--- config.mk ---
export PLATFORM = sky130hd
export DESIGN_NAME = corg_mem_arbiter
export DESIGN_NICKNAME = d
export VERILOG_FILES = /design/src/rtl/corg_mem_arbiter_pkg.sv /design/src/rtl/corg_starve_ctr.sv /design/src/rtl/corg_mem_arbiter.sv
export SDC_FILE = /design/constraint.sdc
export NUM_CORES = 1
export LEC_CHECK = 0
export CORE_MARGIN = 2
export CORE_UTILIZATION = 34
export DETAILED_ROUTE_END_ITERATION = 12
export GPL_ROUTABILITY_DRIVEN = 0
export PLACE_DENSITY = 0.77
export RECOVER_POWER = 25
export SLEW_MARGIN = 40
export SYNTH_ARGS = -nofsm -noshare
export SYNTH_HDL_FRONTEND = slang
export SYNTH_SLANG_ARGS = --single-unit
--- constraint.sdc ---
create_clock -name clk -period 1.8 [get_ports clk]
set_clock_uncertainty 0.05 [all_clocks]
set_input_delay 0.36 -clock clk [delete_from_list [all_inputs] [get_ports clk]]
set_output_delay 0.36 -clock clk [all_outputs]
set_load 0.005 [all_outputs]
--- src/rtl/corg_mem_arbiter_pkg.sv ---
// Shared types and default widths for the CORG memory-side blocks.
// Holds the arbiter state encoding and the request-owner encoding.
package corg_pkg;

    localparam int ADDR_W_DEF = 16;
    localparam int DATA_W_DEF = 16;

    typedef enum logic [1:0] {
        IDLE  = 2'd0,
        ISSUE = 2'd1,
        WAIT  = 2'd2
    } arb_state_t;

    typedef enum logic {
        OWN_IF = 1'b0,
        OWN_D  = 1'b1
    } owner_t;

endpackage

--- src/rtl/corg_starve_ctr.sv ---
// Saturating starvation counter with clear, increment and registered at-max flag.
// Clear dominates increment; the count never passes MAX.
module corg_starve_ctr #(
    parameter int MAX = 4,
    parameter int W   = 4
) (
    input  logic clk,
    input  logic reset,
    input  logic clr,
    input  logic inc,
    output logic at_max
);

    logic [W-1:0] cnt_r;
    logic [W-1:0] cnt_nxt_s;
    logic         at_max_r;

    // Next count: clear wins, otherwise step up until MAX is reached.
    always_comb begin
        cnt_nxt_s = cnt_r;
        if (clr) begin
            cnt_nxt_s = {W{1'b0}};
        end else if (inc && (cnt_r != W'(MAX))) begin
            cnt_nxt_s = cnt_r + W'(1);
        end else begin
            cnt_nxt_s = cnt_r;
        end
    end

    // Count and at-max flag registers.
    always_ff @(posedge clk or posedge reset) begin
        if (reset) begin
            cnt_r    <= {W{1'b0}};
            at_max_r <= 1'b0;
        end else begin
            cnt_r    <= cnt_nxt_s;
            at_max_r <= (cnt_nxt_s == W'(MAX));
        end
    end

    assign at_max = at_max_r;

endmodule

--- src/rtl/corg_mem_arbiter.sv ---
// Fetch/data arbiter for the CORG single-ported unified memory.
// One access in flight; data has priority unless fetch has been starved STARVE_MAX times.
module corg_mem_arbiter
    import corg_pkg::*;
#(
    parameter int ADDR_W     = ADDR_W_DEF,
    parameter int DATA_W     = DATA_W_DEF,
    parameter int MEM_LAT    = 1,
    parameter int STARVE_MAX = 4
) (
    input  logic              clk,
    input  logic              reset,
    input  logic              if_req,
    input  logic [ADDR_W-1:0] if_addr,
    output logic              if_gnt,
    output logic              if_rvalid,
    output logic [DATA_W-1:0] if_rdata,
    input  logic              d_req,
    input  logic              d_we,
    input  logic [ADDR_W-1:0] d_addr,
    input  logic [DATA_W-1:0] d_wdata,
    output logic              d_gnt,
    output logic              d_rvalid,
    output logic [DATA_W-1:0] d_rdata,
    output logic              mem_en,
    output logic              mem_we,
    output logic [ADDR_W-1:0] mem_addr,
    output logic [DATA_W-1:0] mem_wdata,
    input  logic [DATA_W-1:0] mem_rdata,
    output logic              stall_if,
    output logic              busy
);

    arb_state_t        state_r;
    owner_t            owner_r;
    logic [3:0]        lat_cnt_r;
    logic              mem_en_r;
    logic              mem_we_r;
    logic [ADDR_W-1:0] mem_addr_r;
    logic [DATA_W-1:0] mem_wdata_r;

    logic win_s;
    logic last_s;
    logic force_if_s;
    logic starved_s;
    logic d_gnt_s;
    logic if_gnt_s;
    logic gnt_any_s;

    corg_starve_ctr #(
        .MAX (STARVE_MAX),
        .W   (4)
    ) u_starve (
        .clk    (clk),
        .reset  (reset),
        .clr    (if_gnt_s | ~if_req),
        .inc    (d_gnt_s & if_req),
        .at_max (starved_s)
    );

    // The final WAIT cycle doubles as the next grant window so accesses run back-to-back.
    assign last_s     = (state_r == WAIT) && (lat_cnt_r == 4'd0);
    assign win_s      = ((state_r == IDLE) || last_s) && !reset;
    assign force_if_s = if_req && starved_s;
    assign d_gnt_s    = win_s && d_req && !force_if_s;
    assign if_gnt_s   = win_s && if_req && !d_gnt_s;
    assign gnt_any_s  = d_gnt_s | if_gnt_s;

    // Arbiter FSM with registered memory-side outputs.
    always_ff @(posedge clk or posedge reset) begin
        if (reset) begin
            state_r     <= IDLE;
            owner_r     <= OWN_IF;
            lat_cnt_r   <= 4'd0;
            mem_en_r    <= 1'b0;
            mem_we_r    <= 1'b0;
            mem_addr_r  <= {ADDR_W{1'b0}};
            mem_wdata_r <= {DATA_W{1'b0}};
        end else if (gnt_any_s) begin
            state_r     <= ISSUE;
            owner_r     <= d_gnt_s ? OWN_D : OWN_IF;
            mem_en_r    <= 1'b1;
            mem_we_r    <= d_gnt_s & d_we;
            mem_addr_r  <= d_gnt_s ? d_addr : if_addr;
            mem_wdata_r <= d_gnt_s ? d_wdata : {DATA_W{1'b0}};
        end else begin
            case (state_r)
                IDLE: begin
                    state_r <= IDLE;
                end
                ISSUE: begin
                    mem_en_r  <= 1'b0;
                    mem_we_r  <= 1'b0;
                    lat_cnt_r <= 4'(MEM_LAT - 1);
                    state_r   <= WAIT;
                end
                WAIT: begin
                    if (lat_cnt_r == 4'd0) begin
                        state_r <= IDLE;
                    end else begin
                        lat_cnt_r <= lat_cnt_r - 4'd1;
                    end
                end
                default: begin
                    state_r  <= IDLE;
                    mem_en_r <= 1'b0;
                    mem_we_r <= 1'b0;
                end
            endcase
        end
    end

    assign if_gnt    = if_gnt_s;
    assign d_gnt     = d_gnt_s;
    assign if_rvalid = last_s && (owner_r == OWN_IF);
    assign d_rvalid  = last_s && (owner_r == OWN_D);
    assign if_rdata  = mem_rdata;
    assign d_rdata   = mem_rdata;
    assign mem_en    = mem_en_r;
    assign mem_we    = mem_we_r;
    assign mem_addr  = mem_addr_r;
    assign mem_wdata = mem_wdata_r;
    assign stall_if  = if_req && !if_gnt_s;
    assign busy      = (state_r != IDLE);

endmodule

# ---- Word level (Yosys, flattened, before mapping)
# Cells that the tools add are included.
dict set report op_classes {
  n_addsub 2
  eq_ne 7
  mux 13
  n_bitwise 7
  n_reduce_logical 22
}
# op count
set ops {}
lappend ops {{$mux W16} 2}
lappend ops {{$mux W4} 3}
lappend ops {{$logic_and A1 B1 Y1} 11}
lappend ops {{$pmux W4 S2} 1}
lappend ops {{$add A4 B1 Y4 const B} 1}
lappend ops {{$eq A4 B3 Y1 const B} 1}
lappend ops {{$logic_not A1 Y1} 4}
lappend ops {{$logic_not A4 Y1} 1}
lappend ops {{$mux W1} 4}
lappend ops {{$mux W2} 2}
lappend ops {{$ne A4 B3 Y1 const B} 1}
lappend ops {{$pmux W2 S2} 1}
lappend ops {{$reduce_bool A2 Y1} 2}
lappend ops {{$sub A4 B1 Y4 const B} 1}
lappend ops {{$ne A3 B2 Y1 const B} 1}
lappend ops {{$not A1 Y1} 3}
lappend ops {{$reduce_and A3 Y1} 1}
lappend ops {{$and A1 B1 Y1} 2}
lappend ops {{$eq A2 B1 Y1 const B} 1}
lappend ops {{$eq A2 B2 Y1 const B} 1}
lappend ops {{$logic_not A2 Y1} 1}
lappend ops {{$ne A2 B1 Y1 const B} 1}
lappend ops {{$ne A2 B2 Y1 const B} 1}
lappend ops {{$or A1 B1 Y1} 2}
lappend ops {{other kinds (2)} 2}
dict set report totals {
  reg_bits 46
  word_cells 60
}

# ---- Depth between registers and ports, before layout
dict set report logic_depth {
  depth_word 11
  depth_mapped 8
  ltp_nobuf 7
}

# ---- Cells and area by module
# Synthesis repeated with hierarchy kept, for this count alone.
dict set report unflattened {
  hier_cells 218
  hier_area_um2 2398.6
}
# module instances cells_each area_each_um2
set modules_own_cells {}
lappend modules_own_cells {corg_mem_arbiter 1 187 2110.8}
lappend modules_own_cells {corg_starve_ctr 1 31 287.8}

# ---- Worst setup path after synthesis
# Ideal clock, no wire load.
dict set report synth_timing {
  path_type {register -> output}
  from {reg state_r[0]}
  to {out d_gnt}
  t_arrival_ns 1.466
  required_ns 1.390
  slack_ns -0.076
  path_stages_with_launch 7
  cell_sequence {dfrtp_1 > inv_1 > ha_1 > nand4bb_4 > a211oi_2 > buf_6 > buf_4}
}
dict set report synth_via {
  elab_chain_cells 6
}
# item line_no
set synth_rtl {}
lappend synth_rtl {{start: declaration} corg_mem_arbiter.sv:34} ;# arb_state_t state_r;
lappend synth_rtl {{start signal: assignment} corg_mem_arbiter.sv:72} ;# state_r <= IDLE;
lappend synth_rtl {{start signal: assignment} corg_mem_arbiter.sv:80} ;# state_r <= ISSUE;
lappend synth_rtl {{start signal: assignment} corg_mem_arbiter.sv:89} ;# state_r <= IDLE;
lappend synth_rtl {{$eq A2 B2 Y1} corg_mem_arbiter.sv:62} ;# assign last_s = (state_r == WAIT) && (lat_cnt_r == 4'd0);
lappend synth_rtl {{$logic_and A1 B1 Y1} corg_mem_arbiter.sv:62}
lappend synth_rtl {{$logic_or A1 B1 Y1 (*)} corg_mem_arbiter.sv:63} ;# assign win_s = ((state_r == IDLE) || last_s) && !reset;
lappend synth_rtl {{$logic_and A1 B1 Y1 (*)} corg_mem_arbiter.sv:63}
lappend synth_rtl {{$logic_and A1 B1 Y1 (*) (2 in series)} corg_mem_arbiter.sv:65} ;# assign d_gnt_s = win_s && d_req && !force_if_s;
lappend synth_rtl {{end: declaration} corg_mem_arbiter.sv:22} ;# output logic d_gnt,
# Mark *: on every way between the ends. The rest lies on a longest branch, timed or not.

# ---- Worst setup path in the final report
dict set report layout_timing {
  from {reg state_r[0]}
  to {out if_gnt}
}
dict set report layout_via {
  elab_chain_cells 8
}
# item line_no
set layout_rtl {}
lappend layout_rtl {{$eq A2 B2 Y1} corg_mem_arbiter.sv:62}
lappend layout_rtl {{$logic_and A1 B1 Y1} corg_mem_arbiter.sv:62}
lappend layout_rtl {{$logic_or A1 B1 Y1 (*)} corg_mem_arbiter.sv:63}
lappend layout_rtl {{$logic_and A1 B1 Y1 (*)} corg_mem_arbiter.sv:63}
lappend layout_rtl {{$logic_and A1 B1 Y1 (2 in series)} corg_mem_arbiter.sv:65}
lappend layout_rtl {{$logic_not A1 Y1} corg_mem_arbiter.sv:66} ;# assign if_gnt_s = win_s && if_req && !d_gnt_s;
lappend layout_rtl {{$logic_and A1 B1 Y1 (*)} corg_mem_arbiter.sv:66}
lappend layout_rtl {{end: declaration} corg_mem_arbiter.sv:15} ;# output logic if_gnt,
# Marks and branches as above.

==> summary.txt <==
Status -> finished with violations
Failing checks -> setup timing
Crit Path Max Fanout -> 3
Non-filler instance count after layout -> 418
Synth warn -> 0
Detailed Routing Iterations Pass 1 -> 4
Synth top area share -> 0.4829
Net Sw Power -> 1751 uW
Total wire length -> 5778 um
Ant. Diodes -> 0
Die W -> 87.73 um
Seq pwr share -> 0.314
Wire length of the first global-routing pass -> 9625 um
#FFs+latches synth -> 46
Largest net degree at the start of global routing -> 47
Routed Antenna Nets -> 0
Starting DRT DRC Count -> 97
Critical Path RT -> 1390 ps
# hold bufs at CTS -> 0
Setup WS post-layout -> -252.7 ps
Final setup violation count -> 27
WS Path Type -> reg -> out
Fin. Hold Viols -> 0
CTS Buf Count -> 5
Final Power -> 5499 uW
Maximum count of clock buffers along a single path -> 2
P_int -> 3748 uW
Yosys top cell by area -> dfrtp_1
Vias post-DR -> 1,904
Crit path capture type -> output pin
Pwr per Cell Area -> 1462 nW/um^2
Comb power frac -> 0.548
Peak supply drop -> 0.6211 mV
DP Worst Slack -> -526.9 ps
Switch share -> 0.3184
Critical path data arrival time -> 1640 ps
Nature of the critical path startpoint -> register
DRC -> 0
Placed cell count -> 398
Synthesized instance count -> 226
Synth-to-Final Area Change -> 57.80%
Ratio of cells with drive above 1 in the final layout -> 0.2484
Post-synth EDFFs -> 0
Number of max-cap violations -> 0
# nets final -> 396
Worst R2R Path Depth -> 9
WHS -> 433.8 ps
Initial antenna violation count -> 0
Clock-pin slew on the worst setup and hold paths -> 80 ps
Syn_nets -> 301
Worst R2R Start -> state_r[0]
Standard-cell rows -> 30
Total grt overflow -> 0
I/O Buffers -> 92
Depth of the CTS H-tree -> 2
Vias in the first global route -> 1,984
Top FF cell, synth -> dfrtp_1
Clock Sinks -> 46
Die Ht -> 87.73 um
Area contributors post-synth -> dfrtp_1 48%, buf_4 10%, mux2i_1 6.7%
Io pins -> 141
Drt via density -> 4.555
F_max -> 487.2 MHz
Leak Pwr -> 0.001639 uW
HP Class -> reg -> reg
WL/cell -> 13.82 um
Worst skew pair latency -> 300 ps
RR Endpoint -> u_starve.at_max
Hold_sp -> mem_addr[11]
Reg-to-reg setup timing slack -> -150 ps
Async SR Flop Fraction -> 1.000
Post-synthesis sequential area ratio -> 0.4829
Min Tclk post-route -> 2053 ps
Fin. max-slew vios -> 0
CTS tree -> built
WHS Endpoint -> mem_addr[11]
Root Buffer -> clkbuf_8
Yosys cell types -> 32
Core area -> 6794 sq um
Syn avg cell area -> 10.55 sq um
Clock power share -> 0.138
Hold depth -> 2
DIE AREA -> 7697 sq um
Mapped Area -> 2384 sq um
Worst slew pin tran -> 348.9 ps
RSZ-0062 raised after global routing -> true
Slew margin rel. -> 0.7649
Tot GR Track Use -> 0.1615
Initial Util -> 0.3508
Period utilisation layout -> 1.140
HPWL Detailed -> 3957 um
==> synth_stat cells, types with 2 or more instances <==
cell type   n
o21ai_0    10
clkbuf_1    5
nand2b_1    3
a21oi_1     4
and2_1      2
or2_2       3
o21ai_1    19
ha_1        6
a31oi_1     2
buf_6       3
a22o_1     17
mux2i_1    16
nor2b_1     3
buf_4      33
dfrtp_1    46
inv_1      10
nor2_1      9
nand2_1    21
==> worst max-delay path: stages (launching register included) <==
cell and delay (ps):
dfrtp_1 400, inv_2 110, ha_4 150, nand4bb_4 140, a21oi_2 170, and3_1 180, buf_4 110, buf_6 80
==> sequential cells by signal, indices dropped and copies added, names as in the netlist <==
name / count
lat_cnt_r: 4
mem_addr: 16
mem_en: 1
mem_wdata: 16
mem_we: 1
owner_r: 1
state_r: 2
u_starve.at_max: 1
u_starve.cnt_r: 4
==> how the worst max path moves through the flow <==
stage            startpoint     end  slack (ps)  depth (start not counted)
2_1_floorplan  lat_cnt_r[0]   d_gnt           2                          6
5_1_grt          state_r[0]  if_gnt        -340                          7
3_3_place_gp          d_req   d_gnt        -530                          4
6_report         state_r[0]  if_gnt        -250                          7
3_5_place_dp          d_req   d_gnt        -530                          4
4_1_cts          state_r[0]  if_gnt        -240                          7
==> metrics by stage <==
stage | TNS (ps) | cell area [sq um] | util
2_1_floorplan | 0 | 2399 | -
3_3_place_gp | -13860 | 3383 | 0.4980
3_5_place_dp | -14310 | 3383 | 0.4980
4_1_cts | -3953 | 3750 | 0.5519
5_1_grt | -5791 | 3761 | 0.5536
6_report | -2447 | 3761 | 0.5536
==> area by class of cell <==
cell class	instances	area [sq um]
fillers	606	3033
repair buffers	130	1333
flip-flops and latches	46	1151
multi-input cells	128	1007
well taps	96	120.1
clock buffers	6	72.57
inverters	10	40.04
clock inverters	2	37.54
==> logic make-up (layout without fill, tap and decap cells) <==
kind of cell | count (synthesis) | count (layout) | synth area share
flip-flops | 46 | 46 | 0.4829
AO/OA/AOI/OAI | 59 | 59 | 0.1638
buffers and inverters | 52 | 148 | 0.1501
multiplexers | 16 | 16 | 0.06719
adder cells (fa/ha/maj) | 6 | 6 | 0.03150
AND/OR/NAND/NOR | 47 | 47 | 0.1045
==> routing by layer <==
| layer | vias to the layer above | part of all wire | global-route usage |
|---|---|---|---|
| met1 | 894 | 0.44 | 0.2090 |
| li1 | 934 | - | - |
| met4 | 0 | 0.020 | 0.06434 |
| met2 | 63 | 0.48 | 0.2576 |
| met5 | - | 0 | 0 |
| met3 | 13 | 0.064 | 0.04430 |
==> placed cells by master (no fill, tap or decap), drive strengths merged, types with 2 or more instances in the layout <==
master and n:
a21oi 5, a22o 17, a31oi 2, and2 2, buf 42, clkbuf 7, clkdlybuf4s50 86, dfrtp 46
ha 6, inv 10, mux2i 16, nand2 21, nand2b 3, nor2 9, nor2b 3, o21ai 29
or2 3
==> what timing repair did <==
item,4_1_cts,5_1_grt
gates resized for setup,58,15
endpoints found under the setup margin,42,48
buffers inserted,17,1
gates cloned,2,0
pin swaps,28,7
==> power by group through the flow <==
stage / combinational, uW / sequential [uW] / clock [uW]
floorplan: 1040 / 1760 / 0
global placement: 2460 / 1730 / 0
detailed placement: 2510 / 1730 / 0
CTS: 2960 / 1730 / 784
global route: 3270 / 1780 / 824
finish: 3020 / 1730 / 758
No activity file was read; power rests on OpenSTA's default activity.
